[src/rtl/id_ex_operand_stage.sv]
// ID/EX pipeline register: resolves EX/MEM and MEM/WB forwarding, selects operand B,
// detects load-use hazards and registers the ALU inputs plus destination info.
module id_ex_operand_stage #(
  parameter int XLEN = 32,
  parameter int RIDX = 5
) (
  input  logic            clk,
  input  logic            rst,
  input  logic            stall,
  input  logic            flush,
  input  logic            id_valid,
  input  logic [RIDX-1:0] id_rs1,
  input  logic [RIDX-1:0] id_rs2,
  input  logic            id_uses_rs2,
  input  logic [XLEN-1:0] id_rs1_data,
  input  logic [XLEN-1:0] id_rs2_data,
  input  logic [XLEN-1:0] id_imm,
  input  logic            id_use_imm,
  input  logic [3:0]      id_aluop,
  input  logic [RIDX-1:0] id_rd,
  input  logic            id_regwrite,
  input  logic            id_is_load,
  input  logic            exm_regwrite,
  input  logic [RIDX-1:0] exm_rd,
  input  logic [XLEN-1:0] exm_result,
  input  logic            mwb_regwrite,
  input  logic [RIDX-1:0] mwb_rd,
  input  logic [XLEN-1:0] mwb_result,
  output logic            hazard,
  output logic            ex_valid,
  output logic [XLEN-1:0] ex_ain,
  output logic [XLEN-1:0] ex_bin,
  output logic [XLEN-1:0] ex_store_data,
  output logic [3:0]      ex_aluop,
  output logic [RIDX-1:0] ex_rd,
  output logic            ex_regwrite,
  output logic            ex_is_load
);

  logic [XLEN-1:0] fwd_rs1, fwd_rs2;

  logic            ex_valid_q, ex_valid_d;
  logic [XLEN-1:0] ex_ain_q, ex_ain_d;
  logic [XLEN-1:0] ex_bin_q, ex_bin_d;
  logic [XLEN-1:0] ex_store_data_q, ex_store_data_d;
  logic [3:0]      ex_aluop_q, ex_aluop_d;
  logic [RIDX-1:0] ex_rd_q, ex_rd_d;
  logic            ex_regwrite_q, ex_regwrite_d;
  logic            ex_is_load_q, ex_is_load_d;

  // EX/MEM is younger than MEM/WB, so it is checked first; x0 is never forwarded.
  always_comb begin
    fwd_rs1 = id_rs1_data;
    if (exm_regwrite && exm_rd == id_rs1 && id_rs1 != '0)
      fwd_rs1 = exm_result;
    else if (mwb_regwrite && mwb_rd == id_rs1 && id_rs1 != '0)
      fwd_rs1 = mwb_result;

    fwd_rs2 = id_rs2_data;
    if (exm_regwrite && exm_rd == id_rs2 && id_rs2 != '0)
      fwd_rs2 = exm_result;
    else if (mwb_regwrite && mwb_rd == id_rs2 && id_rs2 != '0)
      fwd_rs2 = mwb_result;
  end

  assign hazard = id_valid && ex_valid_q && ex_is_load_q && ex_rd_q != '0 &&
                  (ex_rd_q == id_rs1 || (id_uses_rs2 && ex_rd_q == id_rs2));

  always_comb begin
    ex_valid_d      = ex_valid_q;
    ex_ain_d        = ex_ain_q;
    ex_bin_d        = ex_bin_q;
    ex_store_data_d = ex_store_data_q;
    ex_aluop_d      = ex_aluop_q;
    ex_rd_d         = ex_rd_q;
    ex_regwrite_d   = ex_regwrite_q;
    ex_is_load_d    = ex_is_load_q;
    // A hazard bubble is identical to a flush; stall only wins over the hazard.
    if (flush || (!stall && hazard)) begin
      ex_valid_d      = 1'b0;
      ex_ain_d        = '0;
      ex_bin_d        = '0;
      ex_store_data_d = '0;
      ex_aluop_d      = '0;
      ex_rd_d         = '0;
      ex_regwrite_d   = 1'b0;
      ex_is_load_d    = 1'b0;
    end else if (!stall) begin
      ex_valid_d      = id_valid;
      ex_ain_d        = fwd_rs1;
      ex_bin_d        = id_use_imm ? id_imm : fwd_rs2;
      ex_store_data_d = fwd_rs2;
      ex_aluop_d      = id_aluop;
      ex_rd_d         = id_rd;
      ex_regwrite_d   = id_regwrite && id_valid;
      ex_is_load_d    = id_is_load && id_valid;
    end
  end

  always_ff @(posedge clk or posedge rst) begin
    if (rst) begin
      ex_valid_q      <= 1'b0;
      ex_ain_q        <= '0;
      ex_bin_q        <= '0;
      ex_store_data_q <= '0;
      ex_aluop_q      <= '0;
      ex_rd_q         <= '0;
      ex_regwrite_q   <= 1'b0;
      ex_is_load_q    <= 1'b0;
    end else begin
      ex_valid_q      <= ex_valid_d;
      ex_ain_q        <= ex_ain_d;
      ex_bin_q        <= ex_bin_d;
      ex_store_data_q <= ex_store_data_d;
      ex_aluop_q      <= ex_aluop_d;
      ex_rd_q         <= ex_rd_d;
      ex_regwrite_q   <= ex_regwrite_d;
      ex_is_load_q    <= ex_is_load_d;
    end
  end

  assign ex_valid      = ex_valid_q;
  assign ex_ain        = ex_ain_q;
  assign ex_bin        = ex_bin_q;
  assign ex_store_data = ex_store_data_q;
  assign ex_aluop      = ex_aluop_q;
  assign ex_rd         = ex_rd_q;
  assign ex_regwrite   = ex_regwrite_q;
  assign ex_is_load    = ex_is_load_q;

endmodule
[config.mk]
export PLATFORM = sky130hd
export DESIGN_NAME = id_ex_operand_stage
export DESIGN_NICKNAME = d
export VERILOG_FILES = /design/src/rtl/id_ex_operand_stage.sv
export SDC_FILE = /design/constraint.sdc
export NUM_CORES = 1
export LEC_CHECK = 0
export CORE_UTILIZATION = 40
export DETAILED_ROUTE_END_ITERATION = 8
export PLACE_DENSITY = 0.78
export SETUP_SLACK_MARGIN = 0.3
export SLEW_MARGIN = 10
export SYNTH_ARGS = -nofsm -noshare
export SYNTH_HDL_FRONTEND = slang
export SYNTH_SLANG_ARGS = --single-unit
[constraint.sdc]
create_clock -name clk -period 6 [get_ports clk]
set_clock_uncertainty 0.15 [all_clocks]
set_input_delay 1.5 -clock clk [delete_from_list [all_inputs] [get_ports clk]]
set_output_delay 1.5 -clock clk [all_outputs]
set_load 0.02 [all_outputs]
==> results of run 1 <==
## report_power, final
part / internal (mW) / total [mW] / switching, mW
logic: 0.274 / 0.561 / 0.288
clock network: 0.363 / 0.643 / 0.280
registers: 0.771 / 0.801 / 0.0305
## cells by family after synthesis
family / Yosys count / share of synthesized area [%]
AO/OA/AOI/OAI: 276 / 31.0
XOR/XNOR: 30 / 3.88
buffers and inverters: 89 / 5.65
flip-flops: 108 / 39.9
AND/OR/NAND/NOR: 274 / 19.6
## final timing paths
check / to / slack, ns / cells past startpoint
max in group asynchronous: ex_ain[25] / 3.32 / 3
worst min-delay path: ex_store_data[31] / 0.33 / 2
worst max-delay path: hazard / 0.92 / 6
worst min register to register: ex_store_data[31] / 0.33 / 2
worst max register to register: ex_ain[9] / 3.21 / 5
min in group asynchronous: ex_bin[28] / 1.48 / 2
## critical path, stage by stage
cell and delay, ns:
clkdlybuf4s50_1 0.67, xnor2_1 0.17, nand2_1 0.07, o22ai_1 0.25, and2_1 0.17, clkdlybuf4s50_1 0.59
## state kept, by name (all words and copies together) (netlist names)
signal and cells:
ex_bin 32, ex_is_load 1, ex_aluop 4, ex_ain 32, ex_regwrite 1, ex_rd 5, ex_store_data 32, ex_valid 1
## layer usage
layer,global-route usage [%],vias to the layer above,wire (microns)
met4,13.6,2,980
met3,5.00,66,2010
met1,39.5,3573,11000
li1,-,3431,-
met2,47.9,411,12300
met5,0,-,12
## final cells by class
cell class                 count  area [sq um]
multi-input combinational    580          3740
clock buffer                  10           229
tap                          220           275
timing repair buffer         320          3180
fill                        1527          6360
inverter                       4          17.5
clock inverter                 5          77.6
sequential                   108          2700
## cells in the final DEF (no fill, tap or decap), drive strengths merged, types with 3 or more instances in the layout
cell and n:
dfrtp 108, a22o 10, and3 32, nand3b 32
clkbuf 10, nor3 32, nor4 3, o21ai 32
a22oi 64, nor2 33, a21boi 32, xnor2 20
a221oi 32, o311ai 32, nand2 131, clkdlybuf4s50 307
o31ai 64, o211a 3, inv 4, or4 3
xor2 10, buf 13
## through the flow
stage                     power (mW)  setup WS, ns
after floorplan                 1.07          1.50
after global placement          1.37         0.919
after detailed placement        1.37         0.921
after CTS                       2.02         0.919
after global routing            2.08         0.799
final                           2.01         0.919
==> impl_metrics.prom, run 1 <==
# TYPE chip_impl_metric gauge
chip_impl_metric{name="layout-area-overhead-vs-synth",unit="%"} 50.9
chip_impl_info{name="setup.worst_path.class",value="input pin to primary output"} 1
chip_impl_metric{name="ys_ff_latch",unit=""} 108
chip_impl_metric{name="post-route-util",unit="%"} 61.6
chip_impl_info{name="grt_setup_unrepaired",value="false"} 1
chip_impl_metric{name="finalSetupViolCount",unit=""} 0
chip_impl_metric{name="fp.dieArea",unit="sq um"} 17500
chip_impl_metric{name="cp_data_required_time",unit="ns"} 4.35
chip_impl_metric{name="dr.first_iter.drc_count",unit=""} 654
chip_impl_metric{name="drive_gt1_share",unit="%"} 3.70
chip_impl_metric{name="clkTransAtPathRegs",unit="ns"} 0.07
chip_impl_metric{name="timing.slew.headroom",unit="%"} 21.0
chip_impl_metric{name="die_x",unit="microns"} 132
chip_impl_metric{name="detail_route.wl_per_cell",unit="microns"} 21.0
chip_impl_metric{name="post_synth_inst_count",unit=""} 777
chip_impl_metric{name="drt-vias-per-instance",unit=""} 6.00
chip_impl_metric{name="timing.final.max_slew_violations",unit=""} 0
chip_impl_metric{name="share_of_the_cycle_needed_by_the_critical_path_after_routing",unit="%"} 84.7
chip_impl_metric{name="synth_nets",unit=""} 977
chip_impl_metric{name="finalCriticalPeriod",unit="ns"} 5.08
chip_impl_info{name="tritoncts",value="built"} 1
chip_impl_metric{name="fin_area",unit="sq um"} 10200
chip_impl_metric{name="layoutNonFillerInstCount",unit=""} 1247
chip_impl_metric{name="overflow",unit=""} 0
chip_impl_info{name="yosysMostFrequentCell",value="nand2_1"} 1
chip_impl_info{name="timing.critical_path.from_type",value="input pin"} 1
chip_impl_metric{name="clock_tree.buffer_depth",unit=""} 2
chip_impl_metric{name="power.leakage",unit="nW"} 3.97
chip_impl_info{name="outcome",value="complete, no violations"} 1
chip_impl_metric{name="arrival",unit="ns"} 3.43
chip_impl_metric{name="final_nets",unit=""} 1223
chip_impl_info{name="netlist.top_cell.by_area",value="dfrtp_1"} 1
chip_impl_metric{name="initial_utilization",unit="%"} 40.8
chip_impl_metric{name="synth.top_cell.area_share",unit="%"} 39.9
chip_impl_metric{name="power.ir.vdd_worst",unit="uV"} 125
chip_impl_metric{name="synth_async_sr_flop_share",unit="%"} 100
chip_impl_metric{name="synthesis.yosys.warnings",unit=""} 0
chip_impl_metric{name="cts_buffers",unit=""} 9
chip_impl_info{name="min_path_type",value="flip-flop to flip-flop"} 1
chip_impl_metric{name="netlist_area",unit="sq um"} 6770
chip_impl_metric{name="postSynthAreaPerCell",unit="sq um"} 8.72
chip_impl_info{name="yosys_most_used_dff",value="dfrtp_1"} 1
chip_impl_metric{name="rows",unit=""} 47
chip_impl_metric{name="antenna-diode-count",unit=""} 0
chip_impl_metric{name="detailroute.via_count",unit=""} 7483
chip_impl_metric{name="power_per_cell_area",unit="nW/um^2"} 196
chip_impl_metric{name="timing_worst_slew_pin_value",unit="ns"} 1.18
chip_impl_metric{name="place.detailed.instances",unit=""} 1232
chip_impl_metric{name="drt_drc_violations_left",unit=""} 0
chip_impl_metric{name="cts_num_sinks",unit=""} 108
chip_impl_metric{name="gp_congestion",unit=""} 0.901
chip_impl_metric{name="htree_num_levels",unit=""} 3
chip_impl_metric{name="grt_usage",unit="%"} 29.9
chip_impl_metric{name="postCtsHoldBufs",unit=""} 0
chip_impl_info{name="hp-start",value="ex_store_data[31]"} 1
chip_impl_metric{name="core-area",unit="sq um"} 16600
chip_impl_info{name="setup.worst_path.end_class",value="primary output"} 1
chip_impl_info{name="regToRegStartpoint",value="ex_rd[2]"} 1
chip_impl_metric{name="fmaxAchievable",unit="MHz"} 197
chip_impl_metric{name="crit_path_max_fanout",unit=""} 5
chip_impl_metric{name="yosysSeqAreaShare",unit="%"} 39.9
chip_impl_metric{name="grt_start_max_net_pins",unit=""} 141
chip_impl_metric{name="overall_die_height",unit="microns"} 132
chip_impl_info{name="synthTopCellsByArea",value="dfrtp_1 40%, nand2_1 7.3%, a22oi_1 7.1%"} 1
chip_impl_metric{name="post-cts-setup-buffer-count",unit=""} 0
chip_impl_metric{name="io_pins",unit=""} 309
chip_impl_metric{name="detail_route.wirelength",unit="mm"} 26.2
chip_impl_metric{name="timing_hold_violations_final",unit=""} 0
chip_impl_metric{name="dp_hpwl",unit="mm"} 17.7
chip_impl_metric{name="detail_route.first_pass.iterations",unit=""} 5
chip_impl_metric{name="postRouteAntennaNets",unit=""} 0
chip_impl_metric{name="synth.distinct_cells",unit=""} 37
chip_impl_metric{name="wire_length_of_the_first_global_routing_pass",unit="mm"} 40.8
chip_impl_info{name="root_buffer",value="clkbuf_16"} 1
chip_impl_metric{name="cts.repair.resized",unit=""} 0
chip_impl_metric{name="fin_tns_setup",unit="ns"} 0
chip_impl_info{name="netlist_top_cells_count",value="131 x nand2_1, 108 x dfrtp_1, 65 x clkbuf_1"} 1
chip_impl_metric{name="hold_slack",unit="ns"} 0.328
chip_impl_metric{name="clock_latency",unit="ns"} 0.35
chip_impl_info{name="worstSetupStartpoint",value="id_rs1[0]"} 1
chip_impl_metric{name="port-buffer-count",unit=""} 308
chip_impl_metric{name="number_of_max_cap_violations",unit=""} 0
chip_impl_metric{name="synth_enable_flop_cells",unit=""} 0
chip_impl_metric{name="number_of_antenna_violations_at_the_first_check_in_global_routing",unit=""} 1
chip_impl_metric{name="post_placement_cell_area",unit="sq um"} 9920
chip_impl_metric{name="first_global_vias",unit=""} 7127
(Power assumes the default switching activity.)
==> inputs of run 2 (changes only) <==
Clock period 6 ns to 4.93 ns, I/O delays scaled along.
==> run 2 against run 1 <==
First-iteration DRC count rose by 25%. Die area did not move. Via count rose by 1.0%. Clock-buffer cell count rose by 1. Hold slack got worse by 0.0012 ns. Wire length rose by 1.1%. Cell area rose by 0.98%. Cell count rose by 0.48%. Clock power rose by 32%. Critical endpoint unchanged. Register-to-register slack got worse by 1.1 ns.
==> impl_metrics.prom, run 2 (synthesized netlist as in run 1, its figures left out) <==
# TYPE chip_impl_metric gauge
chip_impl_metric{name="timing_hold_violations_final",unit=""} 0
chip_impl_metric{name="dp_worst_setup_slack",unit="ns"} 0.371
chip_impl_metric{name="first_global_vias",unit=""} 7428
chip_impl_info{name="tritoncts",value="built"} 1
chip_impl_metric{name="grt_start_max_net_pins",unit=""} 73
chip_impl_metric{name="cts.repair.resized",unit=""} 0
chip_impl_metric{name="cts_num_sinks",unit=""} 108
chip_impl_metric{name="io_pins",unit=""} 309
chip_impl_metric{name="gr-usage-met2",unit="%"} 49.8
chip_impl_metric{name="number_of_antenna_violations_at_the_first_check_in_global_routing",unit=""} 0
chip_impl_info{name="hp-start",value="ex_ain[28]"} 1
chip_impl_metric{name="dp_hpwl",unit="mm"} 18.2
chip_impl_metric{name="layoutNonFillerInstCount",unit=""} 1253
chip_impl_metric{name="rows",unit=""} 47
chip_impl_metric{name="detailroute.via_count",unit=""} 7558
chip_impl_metric{name="htree_num_levels",unit=""} 3
chip_impl_metric{name="finalSetupViolCount",unit=""} 0
chip_impl_metric{name="fin_area",unit="sq um"} 10300
chip_impl_metric{name="drt_drc_violations_left",unit=""} 0
chip_impl_metric{name="timing.final.max_slew_violations",unit=""} 0
chip_impl_info{name="root_buffer",value="clkbuf_16"} 1
chip_impl_metric{name="wire_length_of_the_first_global_routing_pass",unit="mm"} 41.4
chip_impl_metric{name="p_switching",unit="mW"} 0.732
chip_impl_metric{name="initial_utilization",unit="%"} 40.8
chip_impl_metric{name="grt_usage",unit="%"} 30.3
chip_impl_metric{name="gp_congestion",unit=""} 0.911
chip_impl_metric{name="grt_use_met3",unit="%"} 6.31
chip_impl_info{name="final_cell_mix",value="306 x clkdlybuf4s50_1, 131 x nand2_1, 108 x dfrtp_1"} 1
chip_impl_metric{name="fmaxAchievable",unit="MHz"} 244
chip_impl_metric{name="die_x",unit="microns"} 132
chip_impl_metric{name="internal_power",unit="mW"} 1.78
chip_impl_metric{name="post-layout-total-power",unit="mW"} 2.52
chip_impl_metric{name="detail_route.wirelength",unit="mm"} 26.5
chip_impl_metric{name="clock_latency",unit="ns"} 0.34
chip_impl_metric{name="antenna-diode-count",unit=""} 0
chip_impl_metric{name="drt-vias-per-instance",unit=""} 6.03
chip_impl_metric{name="hold_slack",unit="ns"} 0.327
chip_impl_metric{name="overflow",unit=""} 0
chip_impl_metric{name="pwr-share-comb",unit="%"} 27.5
chip_impl_metric{name="detail_route.wl_per_cell",unit="microns"} 21.2
chip_impl_metric{name="fin_tns_setup",unit="ns"} 0
chip_impl_metric{name="timing.slew.headroom",unit="%"} 32.4
chip_impl_metric{name="arrival",unit="ns"} 2.72
chip_impl_metric{name="postCtsHoldBufs",unit=""} 0
chip_impl_metric{name="timing.reg2reg.setup_slack",unit="ns"} 2.11
chip_impl_info{name="timing.critical_path.from_type",value="input pin"} 1
chip_impl_metric{name="power_per_cell_area",unit="nW/um^2"} 244
chip_impl_metric{name="crit_path_max_fanout",unit=""} 4
chip_impl_metric{name="postRouteAntennaNets",unit=""} 0
chip_impl_metric{name="final_nets",unit=""} 1229
chip_impl_metric{name="post-cts-setup-buffer-count",unit=""} 0
chip_impl_metric{name="final.setup.worst_slack",unit="ns"} 0.829
chip_impl_metric{name="cts_buffers",unit=""} 9
chip_impl_metric{name="core-area",unit="sq um"} 16600
chip_impl_metric{name="power.sequential.fraction",unit="%"} 38.8
chip_impl_metric{name="share_of_the_cycle_needed_by_the_critical_path_after_routing",unit="%"} 83.2
chip_impl_metric{name="timing_worst_slew_pin_value",unit="ns"} 1.01
chip_impl_metric{name="power.leakage",unit="nW"} 4.03
chip_impl_info{name="worstSetupStartpoint",value="id_rs1[2]"} 1
chip_impl_metric{name="dr.first_iter.drc_count",unit=""} 820
chip_impl_metric{name="overall_die_height",unit="microns"} 132
chip_impl_metric{name="power.ir.vdd_worst",unit="uV"} 152
chip_impl_info{name="min_path_type",value="flip-flop to flip-flop"} 1
chip_impl_info{name="setup.worst_path.end_class",value="primary output"} 1
chip_impl_metric{name="drive_gt1_share",unit="%"} 4.36
chip_impl_info{name="grt_setup_unrepaired",value="false"} 1
chip_impl_metric{name="power.clock.fraction",unit="%"} 33.8
chip_impl_metric{name="global_route.usage.met1",unit="%"} 38.5
chip_impl_metric{name="cp_data_required_time",unit="ns"} 3.55
chip_impl_info{name="grt_most_used_layer",value="met2"} 1
chip_impl_metric{name="clkTransAtPathRegs",unit="ns"} 0.07
chip_impl_metric{name="layout-area-overhead-vs-synth",unit="%"} 52.4
chip_impl_metric{name="finalCriticalPeriod",unit="ns"} 4.10
chip_impl_metric{name="number_of_max_cap_violations",unit=""} 0
chip_impl_metric{name="post-route-util",unit="%"} 62.3
chip_impl_info{name="regToRegStartpoint",value="ex_rd[2]"} 1
chip_impl_info{name="outcome",value="complete, no violations"} 1
chip_impl_metric{name="post_placement_cell_area",unit="sq um"} 9970
chip_impl_metric{name="port-buffer-count",unit=""} 308
chip_impl_metric{name="detail_route.first_pass.iterations",unit=""} 5
chip_impl_metric{name="fp.dieArea",unit="sq um"} 17500
chip_impl_info{name="setup.worst_path.class",value="input pin to primary output"} 1
chip_impl_metric{name="sw_frac_of_total",unit="%"} 29.1
chip_impl_metric{name="clock_tree.buffer_depth",unit=""} 2
chip_impl_info{name="final_common_cell",value="clkdlybuf4s50_1"} 1
chip_impl_metric{name="place.detailed.instances",unit=""} 1238
[run 2: critical path, stage by stage]
cell and delay (ns):
clkdlybuf4s50_1 0.60, xnor2_1 0.15, nand3_1 0.11, o22ai_2 0.24, and2_1 0.16, dlymetal6s2s_1 0.22
[run 2: path summary, 6_finish.rpt]
path                                    end  cells after the start
worst max-delay path                 hazard                      6
max in group asynchronous        ex_ain[24]                      3
worst max register to register   ex_ain[13]                      6
worst min-delay path             ex_ain[28]                      2
worst min register to register   ex_ain[28]                      2
min in group asynchronous       ex_regwrite                      2
[run 2: routing by layer]
metal,part of all wire (%),vias to the layer above
li1,-,3451
met1,40,3605
met2,47,445
met3,9.5,57
met4,3.3,0
met5,0,-
[run 2: cell type report]
cell class / count / area, sq um
multi-input combinational: 580 / 3750
sequential: 108 / 2700
inverter: 4 / 17.5
clock buffer: 11 / 243
tap: 220 / 275
timing repair buffer: 326 / 3240
clock inverter: 4 / 97.6
fill: 1455 / 6260
[run 2: power by group through the flow]
stage / clock network [mW] / registers (mW) / logic, mW
4_1_cts: 0.866 / 0.975 / 0.689
3_5_place_dp: 0 / 0.992 / 0.685
2_1_floorplan: 0 / 1.05 / 0.247
6_report: 0.849 / 0.976 / 0.691
5_1_grt: 0.894 / 0.982 / 0.734
3_3_place_gp: 0 / 0.990 / 0.680
